===== src/rtl/mem_access_ctrl_pkg.sv =====
// Shared FSM state type and default sizing for the memory access controller.
package mem_ctrl_pkg;
  localparam int DEF_ADDR_W        = 5;
  localparam int DEF_DATA_W        = 32;
  localparam int DEF_STROBE_CYCLES = 2;

  typedef enum logic [2:0] {IDLE, SETUP, STROBE, HOLD, RESP} state_t;

  // The clear sweep visits every index exactly once, so its counter spans the index width.
  function automatic int clr_cnt_width(input int addr_w);
    return addr_w;
  endfunction
endpackage


===== src/rtl/mem_access_ctrl_if.sv =====
// Request/response handshake bundle between the datapath and the memory access controller.
interface mem_access_ctrl_if #(
  parameter int ADDR_W = mem_ctrl_pkg::DEF_ADDR_W,
  parameter int DATA_W = mem_ctrl_pkg::DEF_DATA_W
) ();
  logic              req_valid;
  logic              req_ready;
  logic              req_we;
  logic [ADDR_W-1:0] req_addr;
  logic [DATA_W-1:0] req_wdata;
  logic              rsp_valid;
  logic              rsp_ready;
  logic              rsp_we;
  logic [DATA_W-1:0] rsp_rdata;

  modport master (
    output req_valid, req_we, req_addr, req_wdata, rsp_ready,
    input  req_ready, rsp_valid, rsp_we, rsp_rdata
  );

  modport slave (
    input  req_valid, req_we, req_addr, req_wdata, rsp_ready,
    output req_ready, rsp_valid, rsp_we, rsp_rdata
  );
endinterface


===== src/rtl/mem_access_ctrl_strobe_timer.sv =====
// Loadable down-counter that flags the final cycle of a memory strobe.
module mem_strobe_timer #(
  parameter int CYCLES = mem_ctrl_pkg::DEF_STROBE_CYCLES
) (
  input  logic clk,
  input  logic rst,
  input  logic load,
  input  logic en,
  output logic last
);
  localparam int CNT_W = (CYCLES > 1) ? $clog2(CYCLES) : 1;
  localparam logic [CNT_W-1:0] LOAD_VAL = CNT_W'(CYCLES - 1);

  if (CYCLES < 1) begin : g_bad_cycles
    $error("mem_strobe_timer: CYCLES must be at least 1");
  end

  logic [CNT_W-1:0] cnt;

  always_ff @(posedge clk) begin
    if (rst) begin
      cnt <= '0;
    end else if (load) begin
      cnt <= LOAD_VAL;
    end else if (en && (cnt != '0)) begin
      cnt <= cnt - 1'b1;
    end
  end

  assign last = (cnt == '0);
endmodule


===== src/rtl/mem_access_ctrl.sv =====
// Synchronous initiator for the level-sensitive async register memory.
// Optional full-array clear sweep is built when MEM_CLEAR_EN is defined.
//
// state  | meaning
// IDLE   | ready for a request (or a clear start)
// SETUP  | index/data driven, strobes low
// STROBE | R_B or w_B high for STROBE_CYCLES cycles
// HOLD   | strobes low, index/data still held
// RESP   | response presented until rsp_ready
module mem_access_ctrl
  import mem_ctrl_pkg::*;
#(
  parameter int ADDR_W        = DEF_ADDR_W,
  parameter int DATA_W        = DEF_DATA_W,
  parameter int STROBE_CYCLES = DEF_STROBE_CYCLES
) (
  input  logic               clk,
  input  logic               rst,
  mem_access_ctrl_if.slave   bus,
  output logic               busy,
  output logic [ADDR_W-1:0]  mem_index,
  output logic               mem_r_b,
  output logic               mem_w_b,
  output logic [DATA_W-1:0]  mem_data,
`ifdef MEM_CLEAR_EN
  input  logic               clr_start,
  output logic               clr_done,
`endif
  input  logic [DATA_W-1:0]  mem_data_out
);
  state_t            state, state_nxt;
  logic              we_q;
  logic [DATA_W-1:0] rdata_q;
  logic              strobe_last;
  logic              ready_int;
  logic              accept;
  logic              clr_go;
  logic              clr_q;
  logic              clr_last;

`ifdef MEM_CLEAR_EN
  localparam int CLR_W = clr_cnt_width(ADDR_W);
  logic [CLR_W-1:0] clr_addr;

  assign clr_go    = (state == IDLE) && clr_start;
  assign clr_last  = (clr_addr == '1);
  assign ready_int = (state == IDLE) && !rst && !clr_start;
`else
  assign clr_go    = 1'b0;
  assign clr_q     = 1'b0;
  assign clr_last  = 1'b0;
  assign ready_int = (state == IDLE) && !rst;
`endif

  assign accept = bus.req_valid && ready_int;

  mem_strobe_timer #(.CYCLES(STROBE_CYCLES)) u_timer (
    .clk  (clk),
    .rst  (rst),
    .load (state == SETUP),
    .en   (state == STROBE),
    .last (strobe_last)
  );

  always_ff @(posedge clk) begin
    if (rst) state <= IDLE;
    else     state <= state_nxt;
  end

  always_comb begin
    state_nxt = state;
    unique case (state)
      IDLE:    if (clr_go || accept) state_nxt = SETUP;
      SETUP:   state_nxt = STROBE;
      STROBE:  if (strobe_last) state_nxt = HOLD;
      HOLD:    if (clr_q) state_nxt = clr_last ? IDLE : SETUP;
               else       state_nxt = RESP;
      RESP:    if (bus.rsp_ready) state_nxt = IDLE;
      default: state_nxt = IDLE;
    endcase
  end

  always_comb begin
    busy    = (state != IDLE);
    mem_r_b = (state == STROBE) && !we_q;
    mem_w_b = (state == STROBE) && we_q;
  end

  assign bus.req_ready = ready_int;
  assign bus.rsp_valid = (state == RESP);
  assign bus.rsp_we    = (state == RESP) && we_q;
  assign bus.rsp_rdata = rdata_q;

  // Index/data only ever load in IDLE or HOLD, so they cannot move under a strobe.
  always_ff @(posedge clk) begin
    if (rst) begin
      we_q      <= 1'b0;
      mem_index <= '0;
      mem_data  <= '0;
      rdata_q   <= '0;
`ifdef MEM_CLEAR_EN
      clr_q     <= 1'b0;
      clr_addr  <= '0;
      clr_done  <= 1'b0;
`endif
    end else begin
      if (accept) begin
        we_q      <= bus.req_we;
        mem_index <= bus.req_addr;
        mem_data  <= bus.req_we ? bus.req_wdata : '0;
      end
      if ((state == STROBE) && strobe_last && !we_q) rdata_q <= mem_data_out;
`ifdef MEM_CLEAR_EN
      clr_done <= 1'b0;
      if (clr_go) begin
        clr_q     <= 1'b1;
        we_q      <= 1'b1;
        clr_addr  <= '0;
        mem_index <= '0;
        mem_data  <= '0;
      end
      if ((state == HOLD) && clr_q) begin
        if (clr_last) begin
          clr_q    <= 1'b0;
          we_q     <= 1'b0;
          clr_done <= 1'b1;
        end else begin
          clr_addr  <= clr_addr + 1'b1;
          mem_index <= clr_addr + 1'b1;
        end
      end
`endif
    end
  end
endmodule


===== src/flat_wrapper.sv =====
// flat-port wrapper written by rule: the top's interface ports become plain ports
module mem_access_ctrl_flat import mem_ctrl_pkg::*;
#(
  parameter int ADDR_W        = DEF_ADDR_W,
  parameter int DATA_W        = DEF_DATA_W,
  parameter int STROBE_CYCLES = DEF_STROBE_CYCLES
)
  (clk, rst, busy, mem_index, mem_r_b, mem_w_b, mem_data, mem_data_out, bus_req_valid, bus_req_we, bus_req_addr, bus_req_wdata, bus_rsp_ready, bus_req_ready, bus_rsp_valid, bus_rsp_we, bus_rsp_rdata);
  mem_access_ctrl_if #(.ADDR_W(ADDR_W), .DATA_W(DATA_W)) bus_i ();
  input  logic clk;
  input  logic rst;
  output logic busy;
  output logic [ADDR_W-1:0] mem_index;
  output logic mem_r_b;
  output logic mem_w_b;
  output logic [DATA_W-1:0] mem_data;
  input  logic [DATA_W-1:0] mem_data_out;
  input wire logic [$bits(bus_i.req_valid)-1:0] bus_req_valid;
  input wire logic [$bits(bus_i.req_we)-1:0] bus_req_we;
  input wire logic [$bits(bus_i.req_addr)-1:0] bus_req_addr;
  input wire logic [$bits(bus_i.req_wdata)-1:0] bus_req_wdata;
  input wire logic [$bits(bus_i.rsp_ready)-1:0] bus_rsp_ready;
  output wire logic [$bits(bus_i.req_ready)-1:0] bus_req_ready;
  output wire logic [$bits(bus_i.rsp_valid)-1:0] bus_rsp_valid;
  output wire logic [$bits(bus_i.rsp_we)-1:0] bus_rsp_we;
  output wire logic [$bits(bus_i.rsp_rdata)-1:0] bus_rsp_rdata;
  assign bus_i.req_valid = bus_req_valid;
  assign bus_i.req_we = bus_req_we;
  assign bus_i.req_addr = bus_req_addr;
  assign bus_i.req_wdata = bus_req_wdata;
  assign bus_i.rsp_ready = bus_rsp_ready;
  assign bus_req_ready = bus_i.req_ready;
  assign bus_rsp_valid = bus_i.rsp_valid;
  assign bus_rsp_we = bus_i.rsp_we;
  assign bus_rsp_rdata = bus_i.rsp_rdata;
  mem_access_ctrl #(.ADDR_W(ADDR_W), .DATA_W(DATA_W), .STROBE_CYCLES(STROBE_CYCLES)) u_core (.clk(clk), .rst(rst), .bus(bus_i), .busy(busy), .mem_index(mem_index), .mem_r_b(mem_r_b), .mem_w_b(mem_w_b), .mem_data(mem_data), .mem_data_out(mem_data_out));
endmodule

===== config.mk =====
export PLATFORM = sky130hd
export DESIGN_NAME = mem_access_ctrl_flat
export DESIGN_NICKNAME = d
export VERILOG_FILES = /design/src/rtl/mem_access_ctrl_pkg.sv /design/src/rtl/mem_access_ctrl_if.sv /design/src/rtl/mem_access_ctrl_strobe_timer.sv /design/src/rtl/mem_access_ctrl.sv /design/src/flat_wrapper.sv
export SDC_FILE = /design/constraint.sdc
export NUM_CORES = 1
export LEC_CHECK = 0
export CAP_MARGIN = 5
export CORE_MARGIN = 1.5
export CORE_UTILIZATION = 40
export DETAILED_ROUTE_END_ITERATION = 7
export GPL_ROUTABILITY_DRIVEN = 0
export MAX_ROUTING_LAYER = met4
export PLACE_DENSITY = 0.79
export SLEW_MARGIN = 20
export SYNTH_ARGS = -nofsm -noshare
export SYNTH_HDL_FRONTEND = slang
export SYNTH_SLANG_ARGS = --single-unit

===== constraint.sdc =====
create_clock -name clk -period 1.8 [get_ports clk]
set_clock_uncertainty 0.05 [all_clocks]
set_input_delay 0.36 -clock clk [delete_from_list [all_inputs] [get_ports clk]]
set_output_delay 0.36 -clock clk [all_outputs]
set_load 0.01 [all_outputs]

### After elaboration in Yosys (flattened, before gate mapping)

Cells that the tools add are included.
W data, S select, Z words.

* bits in registers: 74
* output and inout bits: 75

* reduce and logical (&&, ||, !) cells: 14
* multiplexer cells: 7
* equality and inequality tests: 7
* bitwise gates (word level): 1
* add/sub/neg operators: 1

Operator list (count)
* $mux W32: 1
* $pmux W3 S5: 1
* $mux W3: 3
* $logic_and A1 B1 Y1: 8
* $eq A3 B2 Y1 const B: 2
* $ne A2 B2 Y1 const B: 2
* $eq A3 B1 Y1 const B: 1
* $eq A3 B3 Y1 const B: 1
* $logic_not A3 Y1: 1
* $reduce_and A3 Y1: 1
* $reduce_bool A3 Y1: 1
* $logic_not A1 Y1: 2
* $mux W1: 2
* $ne A2 B1 Y1 const B: 1
* $reduce_bool A2 Y1: 1
* $not A1 Y1: 1
* $sub A1 B1 Y1 const B: 1

### Logic depth before layout (Yosys ltp)

Gate-level depths: netlist of run 1.

* word-level depth: 5
* mapped depth: 6
* depth with buffers taken out: 3

### By module

A second synthesis of run 1 with hierarchy kept.

* cell total of the unflattened synthesis: 344
* area, all modules: 3184.3 um2

By module, submodules not included
* mem_access_ctrl: instances 1, area each 3141.8 um2, seq. area each 1461.4 um2, cells an instance 339
* mem_strobe_timer: instances 1, area each 42.5 um2, seq. area each 20.0 um2, cells an instance 5

### Worst setup path before layout of run 1

No wires, ideal clock.

* kind: reg-to-output
* start: register u_core.state[2]
* end: output port bus_rsp_we
* cell stages (with the launch flop): 3
* setup slack: 0.292 ns
* arrival time: 1.098 ns
* cells stage by stage: dfxtp_1 nor3b_1 and2_1

* longest elaborated chain between the ends: 2

RTL lines
* from (decl): RTL line mem_access_ctrl.sv:31 `state_t state, state_nxt;`
* from (signal assigned): RTL line mem_access_ctrl.sv:67 `else state <= state_nxt;`
* $eq A3 B3 Y1
* via bus_rsp_valid: RTL line flat_wrapper.sv:24 `output wire logic [$bits(bus_i.rsp_valid)-1:0] bus_rsp_valid;`
* $logic_and A1 B1 Y1: RTL line mem_access_ctrl.sv:91 `assign bus.rsp_we = (state == RESP) && we_q;`
* to (decl): RTL line flat_wrapper.sv:25 `output wire logic [$bits(bus_i.rsp_we)-1:0] bus_rsp_we;`

The timed path passes the listed nets, and every way through them passes these cells.

### Worst setup path after layout of run 1

* start: register u_core.state[2]
* end: output port busy

* longest elaborated chain between the ends: 1

RTL lines
* $reduce_bool A3 Y1: RTL line mem_access_ctrl.sv:84 `busy = (state != IDLE);`
* to (decl): RTL line flat_wrapper.sv:12 `output logic busy;`

No other way between the ends.

==> results.md, run 1 <==
- Setup CP Type: flop to output port
- Leading area contributor after synthesis: dfxtp_1
- GR Layer Usage met1: 28.0%
- Switching power: around 1.1 mW
- LEAKAGE: roughly 2 nW
- Register area share after synthesis: 48.4%
- Hold depth: 2
- # diodes: 0
- Fraction of power spent switching nets: 27.2%
- Top-Level Pins: roughly 150
- Final WS setup: just under 0.03 ns
- IO Port Bufs: around 150
- Layout cells sized above 1: between 10 and 15%
- Yosys cell types: 30
- Tot GR Track Use: a little under a quarter
- Largest net degree at the start of global routing: 48
- CTS tree: yes
- Sinks on Clock Net: 74
- DRC errors left: 0
- GRT busiest layer: met2
- H-tree depth: 3
- Routed Antenna Nets: 0
- Most common cell in the netlist: nand2_1
- Crit path DAT: roughly 1.4 ns
- # rows: 31
- Die ar.: ~8000 sq um
- Vias in the first global route: 3,039
- Worst EP required: ~1.4 ns
- Slew margin rel.: between 70 and 80%
- Initial antenna violation count: 0
- Hold WC Path Type: flop to flop
- Layout Nets: about 560
- Synth Flop Type: dfxtp_1
- Synth area leaders: dfxtp_1 (48%), nand2_1 (13%), mux2i_1 (11%), o211ai_1 (9.3%), nand4_1 (5.9%)
- Fin crit period: 1.77 ns
- GR Layer Usage met3: 6.31%
- Initial Util: 41.8%
- Synth top cells by count: nand2_1 (103), dfxtp_1 (74), o211ai_1 (38)
- Drt pass-1 iters: 6
- Die width: about 90 um
- Sequential power share: 46.3%
- Power Dens Cells: ~800 nW/um^2
- Setup crit start kind: flop
- Synthesized cell area: around 3100 sq um
- First-pass GRT wire length: between 10 and 15 mm
- Critical path endpoint category: output port
- Hold path endpoint: u_core.bus.rsp_rdata[22]
- Post-synth top area share: about 48%
- Met2 Resource Use GR: 34.9%
- Vias per std cell: approximately 5.1
- Status: completed
- Period utilization: between 90% and 100%
- Slew Limit Fails: 0
- R2R depth: 5
- Syn. warnings: 0
- DP HPWL: roughly 6.0 mm
- CORE AREA: 7330 sq um
- Final setup fails: 0
- CTS max path bufs: 2
- Footprint of the multi-input gates: 1390 sq um
- Yosys reg bits: 74
- Clock network fraction of design power: between 30% and 40%
- Total Wirelength: around 8.8 mm
- FF+latch area: 1490 sq um
- TritonCTS Buffers: 9
- Max cap viols: 0
- FILL cells: 610
- RR Startpoint: u_core.state[2]
- Comb pwr share: 23.6%
- Internal power: between 2 and 3 mW
- Setup TNS: 0 ns
- WL/cell: 14.8 um
- Worst hold start: u_core.bus.rsp_rdata[22]
- Endpoints failing hold: 0
- CP max FO: 3
- Worst-margin pin slew: approximately 0.45 ns
- Chip height: a little over 90 um
- Clock slew at reported path FFs: roughly 0.070 ns
- DR iter-0 viols: 84
- Placement Setup Slack: -0.322 ns
- Grt total ovfl: 0
- Syn_nets: roughly 420
- P&R area growth vs syn: 59.7%
- R2R Setup Slk: about 0.1 ns
- Cells after Synth: ~340
- Post-synth ARST share: 0%
- Via Count: approximately 3,000
- Worst VDD drop: 540 uV
- Placed instance count: around 580
- Syn avg cell area: 8.90 sq um
- Clk_lat worst skew: 0.33 ns
- RSZ-0062 raised after global routing: yes
- Critical R2R Capture: u_core.mem_data[23]
- Non-filler instance count after layout: approximately 590
- Fmax: 565 MHz
- Root Buffer: clkbuf_8
- Post-synth EDFFs: 0
-- flip-flops by register name (all words and copies together), names as in the netlist --
register              cells
u_core.bus.rsp_rdata     32
u_core.u_timer.cnt        1
u_core.we_q               1
u_core.mem_index          5
u_core.mem_data          32
u_core.state              3
-- critical path, stage by stage, from the launching register on --
cell and delay (ns):
dfxtp_2 0.33, buf_4 0.14, or3_1 0.39, buf_2 0.16
-- worst max path at each step --
stage,endpoint,depth (start not counted),from,slack (ns)
finish,busy,3,u_core.state[2],0.03
global route,busy,3,u_core.state[2],-0.03
CTS,busy,3,u_core.state[2],0.01
detailed placement,bus_req_ready,4,rst,-0.32
global placement,bus_req_ready,4,rst,-0.32
floorplan,bus_rsp_we,2,u_core.state[2],0.29
-- metrics by stage --
stage          utilization [%]  power (mW)  hold slack, ns  area, sq um
6_report                  66.7        3.92           0.405         4890
5_1_grt                   66.7        4.13           0.428         4890
3_5_place_dp              63.7        2.77           0.397         4670
3_3_place_gp              63.7        2.75           0.392         4670
2_1_floorplan                -        2.29           0.425         3060
4_1_cts                   66.3        3.95           0.409         4860
-- cell usage in the layout (no fill, tap or decap), drive strengths merged --
master,instances
clkbuf,15
mux2i,33
clkinv,3
dfxtp,74
or3,1
o211ai,38
and2,1
nor2,3
nand4,29
nand2,103
clkdlybuf4s50,142
nor2b,1
inv,2
clkdlybuf4s15,1
a21oi,1
nor3b,1
a22oi,1
o21bai,1
o21ai,1
nor4,1
buf,28
o41ai,3
and4bb,1
and3,2
nor3,1
nand3,6
xnor2,1
-- power groups by stage --
stage / sequential [mW] / combinational, mW / clock, mW
detailed placement: 1.85 / 0.916 / 0
global placement: 1.85 / 0.905 / 0
floorplan: 1.89 / 0.403 / 0
CTS: 1.82 / 0.916 / 1.22
finish: 1.82 / 0.924 / 1.18
global route: 1.83 / 0.996 / 1.30
-- final cells by class --
class	count	share of cell area [%]
tap	99	2.53
inverter	3	0.230
sequential	74	30.4
multi-input combinational	229	28.5
timing repair buffer	172	34.6
clock inverter	2	0.205
clock buffer	14	3.53
-- cell families after synthesis --
group                     synth area share, %
muxes                                    10.8
xor gates and xnor gates                0.286
buffers and inverters                    6.87
and+or+nand+nor                          22.4
DFF                                      48.4
AOI/OAI and AO/OA                        11.2
-- layer usage --
metal	vias up	part of all wire, %
li1	1491	-
met4	0	2.0
met3	20	7.2
met1	1399	44
met2	138	47
met5	-	0
-- repair_timing --
item	CTS	global route
pin swaps	0	2
setup buffers	0	2
resized for setup	22	12
hold buffers	0	0
setup endpoints to repair	6	6
Note: power is estimated with default switching activity, not from simulation.
==> run 2, diff against run 1 <==
- CORE_MARGIN: 1.5 -> 5
==> run 2 against run 1 <==
Routed wire length is 2.9% higher. Utilization is 2.0 points lower. Via count is 1.1% lower. Highest routed layer unchanged. Fmax is 1.7% higher. Non-clock buffer count is 7 lower.
==> results.md, run 2 (synthesis gave the netlist of run 1 again) <==
- Sinks on Clock Net: 74 (unchanged)
- Clk_lat worst skew: 0.33 ns (about the same)
- Die ar.: 9500 sq um (was 8190 sq um)
- Power Dens Cells: 858 nW/um^2 (was 801 nW/um^2)
- WL/cell: 15.3 um (was 14.8 um)
- P&R area growth vs syn: 60.7% (was 59.7%)
- Placed instance count: 573 (was 575)
- Worst VDD drop: 488 uV (was 540 uV)
- Cell Area, Placed: 4670 sq um (about the same)
- Most frequent cells in the layout: clkdlybuf4s50_1 (142), nand2_1 (103), dfxtp_1 (72) (was clkdlybuf4s50_1 (142), nand2_1 (103), dfxtp_1 (71))
- Period utilization: 96.7% (was 98.4%)
- Setup TNS: 0 ns (unchanged)
- CP startpoint: u_core.state[0] (was u_core.state[2])
- Hold WC Path Type: flop to flop (unchanged)
- Max cap viols: 0 (unchanged)
- IO Port Bufs: 148 (unchanged)
- Clock slew at reported path FFs: 0.08 ns (was 0.07 ns)
- Vias per std cell: 5.12 (was 5.14)
- Chip height: 97.5 um (was 90.5 um)
- Setup CP Type: flop to output port (unchanged)
- Slew margin rel.: 69.6% (was 70.2%)
- H-tree depth: 3 (unchanged)
- DP HPWL: 6.28 mm (was 6.04 mm)
- Root Buffer: clkbuf_8 (unchanged)
- Worst-margin pin slew: 0.456 ns (was 0.447 ns)
- DRC errors left: 0 (unchanged)
- Routed Antenna Nets: 0 (unchanged)
- Final setup fails: 0 (unchanged)
- FILL cells: 636 (was 610)
- Non-filler instance count after layout: 589 (was 593)
- Grt total ovfl: 0 (unchanged)
- Fmax: 574 MHz (was 565 MHz)
- Critical path endpoint category: output port (unchanged)
- Crit path DAT: 1.33 ns (was 1.36 ns)
- Status: completed (unchanged)
- Slowest cell on the critical path: dfxtp_2 (was or3_1)
- Final WS setup: 0.0589 ns (was 0.0288 ns)
- Fin crit period: 1.74 ns (was 1.77 ns)
- Die width: 97.5 um (was 90.5 um)
- Tot Pwr: 4.22 mW (was 3.92 mW)
- Worst Hold Slack: 0.409 ns (was 0.405 ns)
- First-pass GRT wire length: 14.7 mm (was 14.5 mm)
- Largest net degree at the start of global routing: 51 (was 48)
- Worst path bufs/invs: 2 (unchanged)
- Worst path cell trace: buf_4, or3_4, buf_6 (was buf_4, or3_1, buf_2)
- # rows: 32 (was 31)
- # diodes: 0 (unchanged)
- CTS tree: yes (unchanged)
- Initial antenna violation count: 0 (unchanged)
- Total Wirelength: 9.01 mm (was 8.75 mm)
- Placement Setup Slack: -0.277 ns (was -0.322 ns)
- Worst path max stage delay: 0.36 ns (was 0.39 ns)
- LEAKAGE: 1.94 nW (about the same)
- Initial Util: 40.2% (was 41.8%)
- DR iter-0 viols: 148 (was 84)
- Worst EP required: 1.39 ns (about the same)
- Layout Nets: 556 (was 563)
- Layout cells sized above 1: 9.45% (was 11.1%)
- Vias in the first global route: 3,026 (was 3,039)
- Tot GR Track Use: 19.5% (was 22.6%)
- Via Count: 3,013 (was 3,048)
- RR Startpoint: u_core.state[0] (was u_core.state[2])
- Endpoints failing hold: 0 (unchanged)
- Post-Layout Inst Area: 4920 sq um (was 4890 sq um)
- Top-Level Pins: 149 (unchanged)
- TritonCTS Buffers: 9 (unchanged)
- Most common cell after layout, fill and taps aside: clkdlybuf4s50_1 (unchanged)
- RSZ-0062 raised after global routing: yes (unchanged)
- Worst hold start: u_core.bus.rsp_rdata[25] (was u_core.bus.rsp_rdata[22])
- Slew Limit Fails: 0 (unchanged)
- CORE AREA: 7610 sq um (was 7330 sq um)
- Crit-path leading delay family: flip-flops (was simple AND/OR/NAND/NOR gates)
- CP max FO: 4 (was 3)
- Setup crit start kind: flop (unchanged)
- CTS max path bufs: 2 (unchanged)
- Post-layout util: 64.7% (was 66.7%)
- Drt pass-1 iters: 4 (was 6)
[run 2: power breakdown]
part	total (mW)	switching, mW	internal, mW
clock network	1.49	0.600	0.892
registers	1.81	0.0650	1.75
logic	0.917	0.429	0.487
[run 2: worst reg2reg max path, delay by kind of cell, from the launching register on]
family	cells	cell delay [ns]
flops	1	0.36
compound gates	2	0.36
buf+inv	2	0.44
simple gates	1	0.34
[run 2: worst paths after layout]
kind	to	cells after the start	slack (ns)
min	u_core.bus.rsp_rdata[25]	2	0.41
max reg2reg	u_core.mem_data[27]	5	0.14
max	busy	3	0.06
min reg2reg	u_core.bus.rsp_rdata[25]	2	0.41
[run 2: repair_timing]
action / CTS / global route
resized for setup: 20 / 5
hold buffers: 0 / 0
setup buffers: 0 / 0
endpoints found under the setup margin: 6 / 5
[run 2: metal layers]
layer	track usage [%]	vias to the layer above	part of all wire (%)
met5	-	-	0
met4	6.07	0	1.1
met3	7.32	11	9.2
met2	30.1	141	45
met1	23.6	1377	45
li1	-	1484	-
[run 2: final cells by class]
type	count	area (sq um)	share of cell area, %
multi-input combinational	229	1390	28.2
timing repair buffer	165	1670	34.0
sequential	74	1480	30.2
inverter	3	11.3	0.229
clock buffer	12	165	3.36
tap	102	128	2.59
clock inverter	4	72.6	1.47
